## config.mk

```make
export PLATFORM = sky130hd
export DESIGN_NAME = drop_scheduler
export DESIGN_NICKNAME = d
export VERILOG_FILES = /design/src/rtl/rhythm_pkg.sv /design/src/rtl/note_chart_rom.sv /design/src/rtl/drop_scheduler.sv
export SDC_FILE = /design/constraint.sdc
export NUM_CORES = 1
export LEC_CHECK = 0
export ABC_CLOCK_PERIOD_IN_PS = 4800
export CORE_MARGIN = 2
export CORE_UTILIZATION = 53
export CTS_CLUSTER_SIZE = 25
export DETAILED_ROUTE_END_ITERATION = 7
export GPL_TIMING_DRIVEN = 0
export PLACE_DENSITY_LB_ADDON = 0.05
export SYNTH_ARGS = -nofsm -noshare
export SYNTH_HDL_FRONTEND = slang
export SYNTH_SLANG_ARGS = --single-unit
```

## constraint.sdc

```tcl
create_clock -name frame_clk -period 4.8 [get_ports frame_clk]
set_clock_uncertainty 0.05 [all_clocks]
set_input_delay 0.96 -clock frame_clk [delete_from_list [all_inputs] [get_ports frame_clk]]
set_output_delay 0.96 -clock frame_clk [all_outputs]
set_load 0.01 [all_outputs]
```

## src/rtl/rhythm_pkg.sv

```systemverilog
// Shared types, keycodes and helpers for the song scheduler and its chart ROM.
package rhythm_pkg;

    localparam int unsigned LANE_COUNT      = 4;
    localparam int unsigned CHART_DEPTH_DEF = 64;
    localparam int unsigned HIT_PTS_DEF     = 10;

    localparam logic [7:0] KEY_START = 8'h2C;
    localparam logic [7:0] KEY_ABORT = 8'h01;
    localparam logic [7:0] KEY_LEFT  = 8'h50;
    localparam logic [7:0] KEY_DOWN  = 8'h51;
    localparam logic [7:0] KEY_UP    = 8'h52;
    localparam logic [7:0] KEY_RIGHT = 8'h4F;

    typedef enum logic [2:0] {
        S_IDLE,
        S_FETCH,
        S_LATCH,
        S_WAIT,
        S_ISSUE,
        S_DRAIN,
        S_DONE
    } sched_state_t;

    typedef struct packed {
        logic [3:0]  lane_mask;
        logic [11:0] gap;
    } chart_entry_t;

    // An all-zero entry terminates the chart.
    localparam chart_entry_t CHART_END = '0;

    function automatic logic [2:0] popcount4(input logic [3:0] v);
        popcount4 = 3'(v[0]) + 3'(v[1]) + 3'(v[2]) + 3'(v[3]);
    endfunction

endpackage

```

## src/rtl/note_chart_rom.sv

```systemverilog
// Note chart storage. IMAGE is the chart file flattened into one vector,
// entry i at bits [16*i +: 16]. Reads are registered (one frame latency).
module note_chart_rom
    import rhythm_pkg::*;
#(
    parameter int unsigned           DEPTH = 64,
    parameter int unsigned           AW    = $clog2(DEPTH),
    parameter logic [DEPTH*16-1:0]   IMAGE = '0
) (
    input  logic          frame_clk,
    input  logic [AW-1:0] addr_i,
    output chart_entry_t  entry_o
);

    chart_entry_t mem [DEPTH];

    for (genvar i = 0; i < DEPTH; i++) begin : g_word
        assign mem[i] = IMAGE[i*16 +: 16];
    end

    // Synchronous read port
    always_ff @(posedge frame_clk) begin
        entry_o <= mem[addr_i];
    end

endmodule

```

## src/rtl/drop_scheduler.sv

```systemverilog
// Song sequencer: walks the note chart, pulses lane launches and keeps score.
//
//   state  | meaning
//   -------+-----------------------------------------------------------
//   IDLE   | no song; waits for the start key
//   FETCH  | chart address presented to the ROM
//   LATCH  | ROM entry valid; decide end / immediate issue / wait
//   WAIT   | counting down the gap before the launch
//   ISSUE  | launch once the target lanes are free, then advance
//   DRAIN  | chart exhausted; wait for notes in flight to land
//   DONE   | song finished; results held until abort
module drop_scheduler #(
    parameter int unsigned               CHART_DEPTH = rhythm_pkg::CHART_DEPTH_DEF,
    parameter int unsigned               HIT_PTS     = rhythm_pkg::HIT_PTS_DEF,
    parameter logic [7:0]                KEY_START   = rhythm_pkg::KEY_START,
    parameter logic [7:0]                KEY_ABORT   = rhythm_pkg::KEY_ABORT,
    parameter logic [CHART_DEPTH*16-1:0] CHART_IMAGE = '0
) (
    input  logic        frame_clk,
    input  logic        Reset,
    input  logic [7:0]  keycode,
    input  logic [3:0]  lane_busy,
    input  logic [3:0]  lane_hit,
    input  logic [3:0]  lane_miss,
    output logic [3:0]  launch,
    output logic [15:0] score,
    output logic [7:0]  combo,
    output logic [7:0]  max_combo,
    output logic        playing,
    output logic        song_done
);
    import rhythm_pkg::*;

    localparam int unsigned AW = $clog2(CHART_DEPTH);

    sched_state_t  state_q, state_d;
    logic [AW-1:0] addr_q, addr_d;
    logic [11:0]   gap_cnt_q, gap_cnt_d;
    logic [3:0]    mask_q, mask_d;
    logic [15:0]   score_q, score_d;
    logic [7:0]    combo_q, combo_d;
    logic [7:0]    max_combo_q, max_combo_d;

    chart_entry_t  rom_entry;
    logic          abort, start_song, lanes_free;
    logic [2:0]    hit_cnt;
    logic [31:0]   score_sum;
    logic [8:0]    combo_sum;

    note_chart_rom #(
        .DEPTH (CHART_DEPTH),
        .AW    (AW),
        .IMAGE (CHART_IMAGE)
    ) u_rom (
        .frame_clk (frame_clk),
        .addr_i    (addr_q),
        .entry_o   (rom_entry)
    );

    assign abort      = (state_q != S_IDLE) && (keycode == KEY_ABORT);
    assign start_song = (state_q == S_IDLE) && (keycode == KEY_START);
    assign lanes_free = (mask_q & lane_busy) == 4'b0000;

    assign hit_cnt   = popcount4(lane_hit);
    assign score_sum = 32'(score_q) + 32'(hit_cnt) * HIT_PTS;
    assign combo_sum = 9'(combo_q) + 9'(hit_cnt);

    // State and datapath registers
    always_ff @(posedge frame_clk) begin
        if (Reset) begin
            state_q     <= S_IDLE;
            addr_q      <= '0;
            gap_cnt_q   <= '0;
            mask_q      <= '0;
            score_q     <= '0;
            combo_q     <= '0;
            max_combo_q <= '0;
        end else begin
            state_q     <= state_d;
            addr_q      <= addr_d;
            gap_cnt_q   <= gap_cnt_d;
            mask_q      <= mask_d;
            score_q     <= score_d;
            combo_q     <= combo_d;
            max_combo_q <= max_combo_d;
        end
    end

    // Next-state and chart walk; abort overrides every other transition
    always_comb begin
        state_d   = state_q;
        addr_d    = addr_q;
        gap_cnt_d = gap_cnt_q;
        mask_d    = mask_q;
        case (state_q)
            S_IDLE: begin
                if (keycode == KEY_START) begin
                    state_d = S_FETCH;
                    addr_d  = '0;
                end
            end
            S_FETCH: state_d = S_LATCH;
            S_LATCH: begin
                mask_d = rom_entry.lane_mask;
                if (rom_entry == CHART_END) begin
                    state_d = S_DRAIN;
                end else if (rom_entry.gap == 12'd0) begin
                    state_d = S_ISSUE;
                end else begin
                    gap_cnt_d = rom_entry.gap;
                    state_d   = S_WAIT;
                end
            end
            S_WAIT: begin
                gap_cnt_d = gap_cnt_q - 12'd1;
                if (gap_cnt_q == 12'd1) state_d = S_ISSUE;
            end
            S_ISSUE: begin
                // addr saturates at the last entry so a chart without an
                // end marker drains instead of replaying from the top
                if (lanes_free) begin
                    if (addr_q == AW'(CHART_DEPTH - 1)) begin
                        state_d = S_DRAIN;
                    end else begin
                        addr_d  = addr_q + AW'(1);
                        state_d = S_FETCH;
                    end
                end
            end
            S_DRAIN: begin
                if (lane_busy == 4'b0000) state_d = S_DONE;
            end
            S_DONE:  state_d = S_DONE;
            default: state_d = S_IDLE;
        endcase
        if (abort) state_d = S_IDLE;
    end

    // Moore status flags plus the launch pulse gated by lane availability
    always_comb begin
        launch    = 4'b0000;
        playing   = 1'b0;
        song_done = 1'b0;
        if (state_q == S_ISSUE && lanes_free && !abort) launch = mask_q;
        playing   = (state_q == S_FETCH) || (state_q == S_LATCH) ||
                    (state_q == S_WAIT)  || (state_q == S_ISSUE) ||
                    (state_q == S_DRAIN);
        song_done = (state_q == S_DONE);
    end

    // Score and combo; a miss clears the combo but simultaneous hits still score
    always_comb begin
        score_d     = score_q;
        combo_d     = combo_q;
        max_combo_d = max_combo_q;
        if (start_song) begin
            score_d     = '0;
            combo_d     = '0;
            max_combo_d = '0;
        end else if (state_q != S_IDLE) begin
            score_d = (score_sum > 32'h0000_FFFF) ? 16'hFFFF : score_sum[15:0];
            if (lane_miss != 4'b0000) combo_d = '0;
            else                      combo_d = combo_sum[8] ? 8'hFF : combo_sum[7:0];
            if (combo_d > max_combo_q) max_combo_d = combo_d;
        end
    end

    assign score     = score_q;
    assign combo     = combo_q;
    assign max_combo = max_combo_q;

endmodule

```

==> results.yml, run 1 <==
clocking:
  clock-sinks: 53
  clock_path_buffers: 2
  cts-htree-levels: 2
  root_buffer: "clkbuf_8"
  cts_tree: "done"
  cts_made_buffers: 5
  clkTransAtPathRegs_ns: 0.10
  clkLatencyLatePin_ns: 0.32
  cts_hold_buffers: 0
die:
  die-area_um2: 6877
  die_x_um: 82.93
  start_util_pct: 55.44
  dieHeight_um: 82.93
  design.portCount: 60
  core.rowCount: 28
  coreArea_um2: 5956
finish:
  nNetsFinal: 520
  final_layout_size_suffix_gt1_share_pct: 12.31
  layout_common_cells: "clkdlybuf4s50_1, dfxtp_1, nand2_1, nor2_1, a21oi_1"
  areaGrowthSynthToFinish_pct: 27.40
  layout.cells.most_common: "clkdlybuf4s50_1"
  num_antenna_cells: 0
  fillerInstances: 493
  final_cell_area_um2: 4207
  cell_count_final_fillers_out: 546
job:
  cap_violations: 0
drt:
  drc: 0
  detailedRoute.firstIterationViolations: 169
  avgViaCountPerCell: 5.775
  post_detailed_route_wirelength_per_cell_um: 14.87
  drt.antenna.violating_nets: 0
  first_pass_iters: 4
  detailroute.via_count: 3153
  drt_wl_total_mm: 8.120
placed_design:
  detailed_place.area_um2: 3948
  io_buffer_count: 54
  dp_hpwl_mm: 5.946
  gp_routability_congestion: 0.8423
  cell_total_after_placement: 536
logic_synthesis:
  synth_edf_count: 0
  synth_top_flop_cell: "dfxtp_1"
  proportion_of_synthesized_flip_flops_having_asynchronous_set_or_reset_pct: 0
  synth.largest_area_cell: "dfxtp_1"
  number_of_distinct_library_cells_after_synthesis: 59
  yosys_register_bits: 53
  post_synth_inst_count: 404
  synth.cell_area_um2: 3302
  yosysSeqAreaShare_pct: 32.13
  syn-mean-instance-area_um2: 8.173
  yosysWarningCount: 0
  yosys-top-cells-area: "dfxtp_1, ha_1, a21oi_1"
  synth_top_area_share_pct: 32.13
power_and_ir_drop:
  power_frac_comb_pct: 11.4
  switching_power_w: 0.0002077
  clock_power_share_pct: 34.4
  p_total_w: 0.0008127
  seq_power_share_pct: 54.1
  vdd_drop_max_v: 0.0001171
  power_density_nw_per_um2: 193.2
  netSwitchingFraction_pct: 25.55
  leakage_nw: 1.508
  internal_power_w: 0.0006050
global_route:
  grt_antenna_before_repair: 0
  globalRoute.totalOverflow: 0
  first_global_vias: 3051
  grtUsageTotal_pct: 23.50
  grt_start_max_net_pins: 18
  first_pass_grt_wire_length_mm: 13.66
setup_path:
  required_time_at_the_worst_slack_endpoint_ns: 4.96
  cp_data_arrival_time_ns: 4.81
  worst_setup_path_end_kind: "flip-flop"
  crit_fanout: 8
  worstSetupStartpointType: "primary input"
  path_class: "primary input to flip-flop"
sta:
  whs_ns: 0.4207
  hold_violation_count_in_the_final_report: 0
  tightestPinTransition_ns: 0.7118
  fin_crit_sh_pct: 96.86
  timing.final.setup_violations: 0
  final.setup.tns_ns: 0
  report.final.slew_viol_count: 0
  period_needed_ns: 4.649
  timing.slew.headroom_pct: 52.29
  achievable-frequency_ghz: 0.2151
worst_hold_path:
  path_class_of_the_lowest_slack_min_delay_path: "flip-flop to flip-flop"
status:
  run_status: "finished, final reports clean"
-- cell usage after synthesis (5+ instances only) --
master    number
nor2b_1        6
nor2_1        35
nor3_1        17
a21o_1         5
nand2_1       36
xor2_1         6
inv_1         28
xnor2_1       13
and3_1         5
clkbuf_1      12
nor4_1         6
dfxtp_1       53
a211oi_1       7
nand3_1       15
ha_1          25
a31oi_1        6
o21ai_0       14
a21oi_1       34
buf_2          5
-- registers in the layout (all words and copies together), names as in the netlist --
signal / flops
combo: 8
gap_cnt_q: 12
max_combo: 8
score: 16
addr_q: 6
state_q: 3
-- per-layer routing --
layer | up-vias | GRT usage, % | wire, um
met3 | 9 | 4.672 | 316
li1 | 1565 | - | -
met4 | 0 | 6.706 | 90
met2 | 72 | 40.54 | 4015
met5 | - | 0 | 0
met1 | 1507 | 29.72 | 3698
-- worst paths after layout --
kind,cells after the start,from,slack [ns],endpoint
setup / recovery,15,lane_hit[1],0.15,max_combo[4]$_SDFFE_PP0P_
hold / removal,2,score[0]$_SDFFE_PP0P_,0.42,score[0]$_SDFFE_PP0P_
setup reg to reg,12,combo[0]$_SDFFE_PP0P_,1.69,max_combo[4]$_SDFFE_PP0P_
hold reg to reg,2,score[0]$_SDFFE_PP0P_,0.42,score[0]$_SDFFE_PP0P_
-- repair_timing --
action,in CTS,in global routing
gates resized for setup,17,12
buffers inserted,0,3
pin swaps,0,8
endpoints found under the setup margin,8,8
-- cell type report --
type | count | area, um2 | area share [%]
clock buffer | 6 | 82.58 | 1.963
timing repair buffer | 57 | 563.0 | 13.38
inverter | 28 | 105.1 | 2.499
buffer | 20 | 96.34 | 2.290
multi-input combinational | 305 | 2188 | 52.02
tap | 75 | 93.84 | 2.231
clock inverter | 2 | 16.27 | 0.3867
sequential | 53 | 1061 | 25.22
-- power by group through the flow --
stage / Clock, W / Combinational (W) / Sequential (W)
after floorplan: 0 / 0.0000491 / 0.000450
after global placement: 0 / 0.0000778 / 0.000450
after detailed placement: 0 / 0.0000812 / 0.000450
after CTS: 0.000287 / 0.0000843 / 0.000440
after global routing: 0.000306 / 0.000101 / 0.000440
final: 0.000280 / 0.0000928 / 0.000440
-- metrics by stage --
| step | utilization, % | worst slack [ns] |
|---|---|---|
| 2_1_floorplan | - | 0.3787 |
| 3_5_place_dp | 66.28 | -0.5560 |
| 3_3_place_gp | 66.28 | -0.4678 |
| 6_report | 70.63 | 0.1509 |
| 4_1_cts | 69.03 | 0.06263 |
| 5_1_grt | 70.63 | -0.01578 |
-- worst max-delay path: stages --
cell and delay, ns:
clkdlybuf4s50_1 0.51, fa_1 0.47, ha_4 0.31, ha_2 0.19
inv_1 0.07, fa_2 0.41, nor2b_4 0.16, o211ai_1 0.24
a21oi_2 0.27, ha_1 0.27, nor2b_1 0.14, o211a_1 0.26
o21a_4 0.27, o21ai_0 0.22, a21oi_2 0.08
-- kinds of logic after synthesis --
kind of cell             after synthesis  share of synthesized area [%]
adder cells (fa/ha/maj)               28                          11.29
other                                  1                         0.1136
flip-flops                            53                          32.13
buffers and inverters                 49                          6.214
XOR/XNOR                              19                          5.040
multiplexers                           3                         0.9095
AND/OR/NAND/NOR                      157                          25.16
AO/OA/AOI/OAI                         94                          19.14
Note: power is estimated with default switching activity, not from simulation.
==> run 2: changes to the inputs <==
--- a/config.mk
+++ b/config.mk
@@ -6,7 +6,6 @@
 export NUM_CORES = 1
 export LEC_CHECK = 0
 export ABC_CLOCK_PERIOD_IN_PS = 4800
-export CORE_MARGIN = 2
 export CORE_UTILIZATION = 53
 export CTS_CLUSTER_SIZE = 25
 export DETAILED_ROUTE_END_ITERATION = 7
==> run 2 against run 1 <==
Net effect: die area down 4.8%; register-to-register slack better by 0.04 ns; flip-flop and latch count unchanged; largest cell class unchanged.
==> results.yml, run 2 (same netlist as run 1, synthesis figures left out) <==
status:
  run_status: "finished, final reports clean"
power_and_ir_drop:
  power_density_nw_per_um2: 211.7
  leakage_nw: 1.537
  vdd_drop_max_v: 0.0001659
  p_total_w: 0.0008947
setup_path:
  worst_setup_path_end_kind: "flip-flop"
  cp_data_arrival_time_ns: 4.83
  required_time_at_the_worst_slack_endpoint_ns: 4.96
  timing.critical_path.slowest_cell_delay_ns: 0.49
  critical_path.top_delay_family: "adder cells"
  crit_path_cell_trace: "clkdlybuf4s50_1 -> fa_1 -> ha_1 -> ha_4 -> inv_1 -> fa_2 -> nor2b_4 -> o211ai_1 -> buf_4 -> a21oi_2 -> ha_1 -> nor2b_1 -> o211a_1 -> o21a_4 -> o21ai_0 -> a21oi_1"
  crit_fanout: 8
  path_class: "primary input to flip-flop"
  critPathSlowestCell: "clkdlybuf4s50_1"
  buffer_and_inverter_count_on_the_worst_path: 3
  cpMostUsedCell: "ha_1"
  worstSetupStartpointType: "primary input"
die:
  die_x_um: 80.93
  design.portCount: 60
  die-area_um2: 6550
  coreArea_um2: 5956
  core.rowCount: 28
  start_util_pct: 55.44
  dieHeight_um: 80.93
sta:
  timing.final.setup_violations: 0
  whs_ns: 0.4180
  hold_violation_count_in_the_final_report: 0
  achievable-frequency_ghz: 0.2139
  fin_crit_sh_pct: 97.38
  report.final.slew_viol_count: 0
  tightestPinTransition_ns: 0.7563
  period_needed_ns: 4.674
  timing.slew.headroom_pct: 49.31
  grt_setup_unrepaired: "true"
global_route:
  grt_antenna_before_repair: 0
  globalRoute.totalOverflow: 0
  grtUsageTotal_pct: 25.07
  first_pass_grt_wire_length_mm: 12.94
  grt_start_max_net_pins: 18
  first_global_vias: 2855
clocking:
  cts_tree: "done"
  clock_path_buffers: 2
  clkTransAtPathRegs_ns: 0.11
  clkLatencyLatePin_ns: 0.32
  clock-sinks: 53
  cts_made_buffers: 5
  cts-htree-levels: 2
  root_buffer: "clkbuf_8"
  cts_hold_buffers: 0
finish:
  final_layout_size_suffix_gt1_share_pct: 11.65
  areaGrowthSynthToFinish_pct: 27.97
  num_antenna_cells: 0
  final_cell_area_um2: 4225
  nNetsFinal: 521
  fillerInstances: 486
  largest_register_ff_count: 16
  layout_common_cells: "clkdlybuf4s50_1, dfxtp_1, nand2_1, nor2_1, a21oi_1"
  cell_count_final_fillers_out: 547
  layout.cells.most_common: "clkdlybuf4s50_1"
worst_hold_path:
  path_class_of_the_lowest_slack_min_delay_path: "flip-flop to flip-flop"
drt:
  avgViaCountPerCell: 5.691
  drt_wl_total_mm: 7.914
  detailedRoute.firstIterationViolations: 170
  first_pass_iters: 4
  drc: 0
  detailroute.via_count: 3113
  post_detailed_route_wirelength_per_cell_um: 14.47
  drt.antenna.violating_nets: 0
placed_design:
  io_buffer_count: 54
  detailed_place.area_um2: 3948
  dp_hpwl_mm: 5.699
  cell_total_after_placement: 536
  gp_routability_congestion: 0.8205
job:
  cap_violations: 0
[run 2: cell type report]
type / count / area (um2) / share of cell area [%]
Buffer: 20 / 96.34 / 2.280
Inverter: 28 / 105.1 / 2.487
Timing Repair Buffer: 58 / 570.5 / 13.50
Tap cell: 75 / 93.84 / 2.221
Clock inverter: 3 / 68.82 / 1.629
Sequential cell: 53 / 1061 / 25.11
Multi-Input combinational cell: 305 / 2161 / 51.14
Clock buffer: 5 / 68.82 / 1.629
[run 2: metal layers]
layer / vias to the layer above / share of wire (%) / GRT usage, % / routed length [um]
met3: 9 / 4.2 / 3.596 / 336
met4: 0 / 1.2 / 8.214 / 95
li1: 1572 / - / - / -
met5: - / 0 / 0 / 0
met1: 1461 / 47 / 33.31 / 3705
met2: 71 / 48 / 41.51 / 3776
[run 2: what timing repair did]
item / 4_1_cts / 5_1_grt
setup buffers: 0 / 4
pin swaps: 1 / 4
endpoints found under the hold margin: 0 / 0
setup endpoints to repair: 8 / 8
resized for setup: 15 / 11
[run 2: worst paths after layout]
check | from | endpoint | slack (ns) | cells after the start
min | score[0]$_SDFFE_PP0P_ | score[0]$_SDFFE_PP0P_ | 0.42 | 2
min reg2reg | score[0]$_SDFFE_PP0P_ | score[0]$_SDFFE_PP0P_ | 0.42 | 2
max | lane_hit[1] | max_combo[6]$_SDFFE_PP0P_ | 0.13 | 16
max reg2reg | combo[0]$_SDFFE_PP0P_ | max_combo[6]$_SDFFE_PP0P_ | 1.73 | 13
[run 2: tightest hold or removal path: cells and delay by family, from the launching register on]
kind,cells,cell delay (ns)
flip-flops,1,0.33
buffers and inverters,1,0.05
AO/OA/AOI/OAI,1,0.05
[run 2: report_power, final]
| part | switching, W | total [W] | internal (W) |
|---|---|---|---|
| logic | 0.0000445 | 0.0000875 | 0.0000430 |
| clock network | 0.000157 | 0.000367 | 0.000210 |
| registers | 0.000000284 | 0.000440 | 0.000440 |
| total | 0.000202 | 0.000895 | 0.000693 |
[run 2: metrics by stage]
| step | worst slack (ns) | util [%] | TNS, ns |
|---|---|---|---|
| after detailed placement | -0.5948 | 66.28 | -4.525 |
| after global placement | -0.4926 | 66.28 | -3.857 |
| final | 0.1257 | 70.95 | 0 |
| after floorplan | 0.3787 | - | 0 |
| after CTS | 0.001135 | 69.58 | 0 |
| after global routing | -0.05083 | 70.95 | -0.2375 |
==> run 3: changes to the inputs <==
--- a/config.mk
+++ b/config.mk
@@ -9,6 +9,7 @@
 export CORE_UTILIZATION = 53
 export CTS_CLUSTER_SIZE = 25
 export DETAILED_ROUTE_END_ITERATION = 7
+export GPL_ROUTABILITY_DRIVEN = 0
 export GPL_TIMING_DRIVEN = 0
 export PLACE_DENSITY_LB_ADDON = 0.05
 export SYNTH_ARGS = -nofsm -noshare
==> results of run 3 <==
No change in the layout: final DEF, timing and power equal those of run 2.
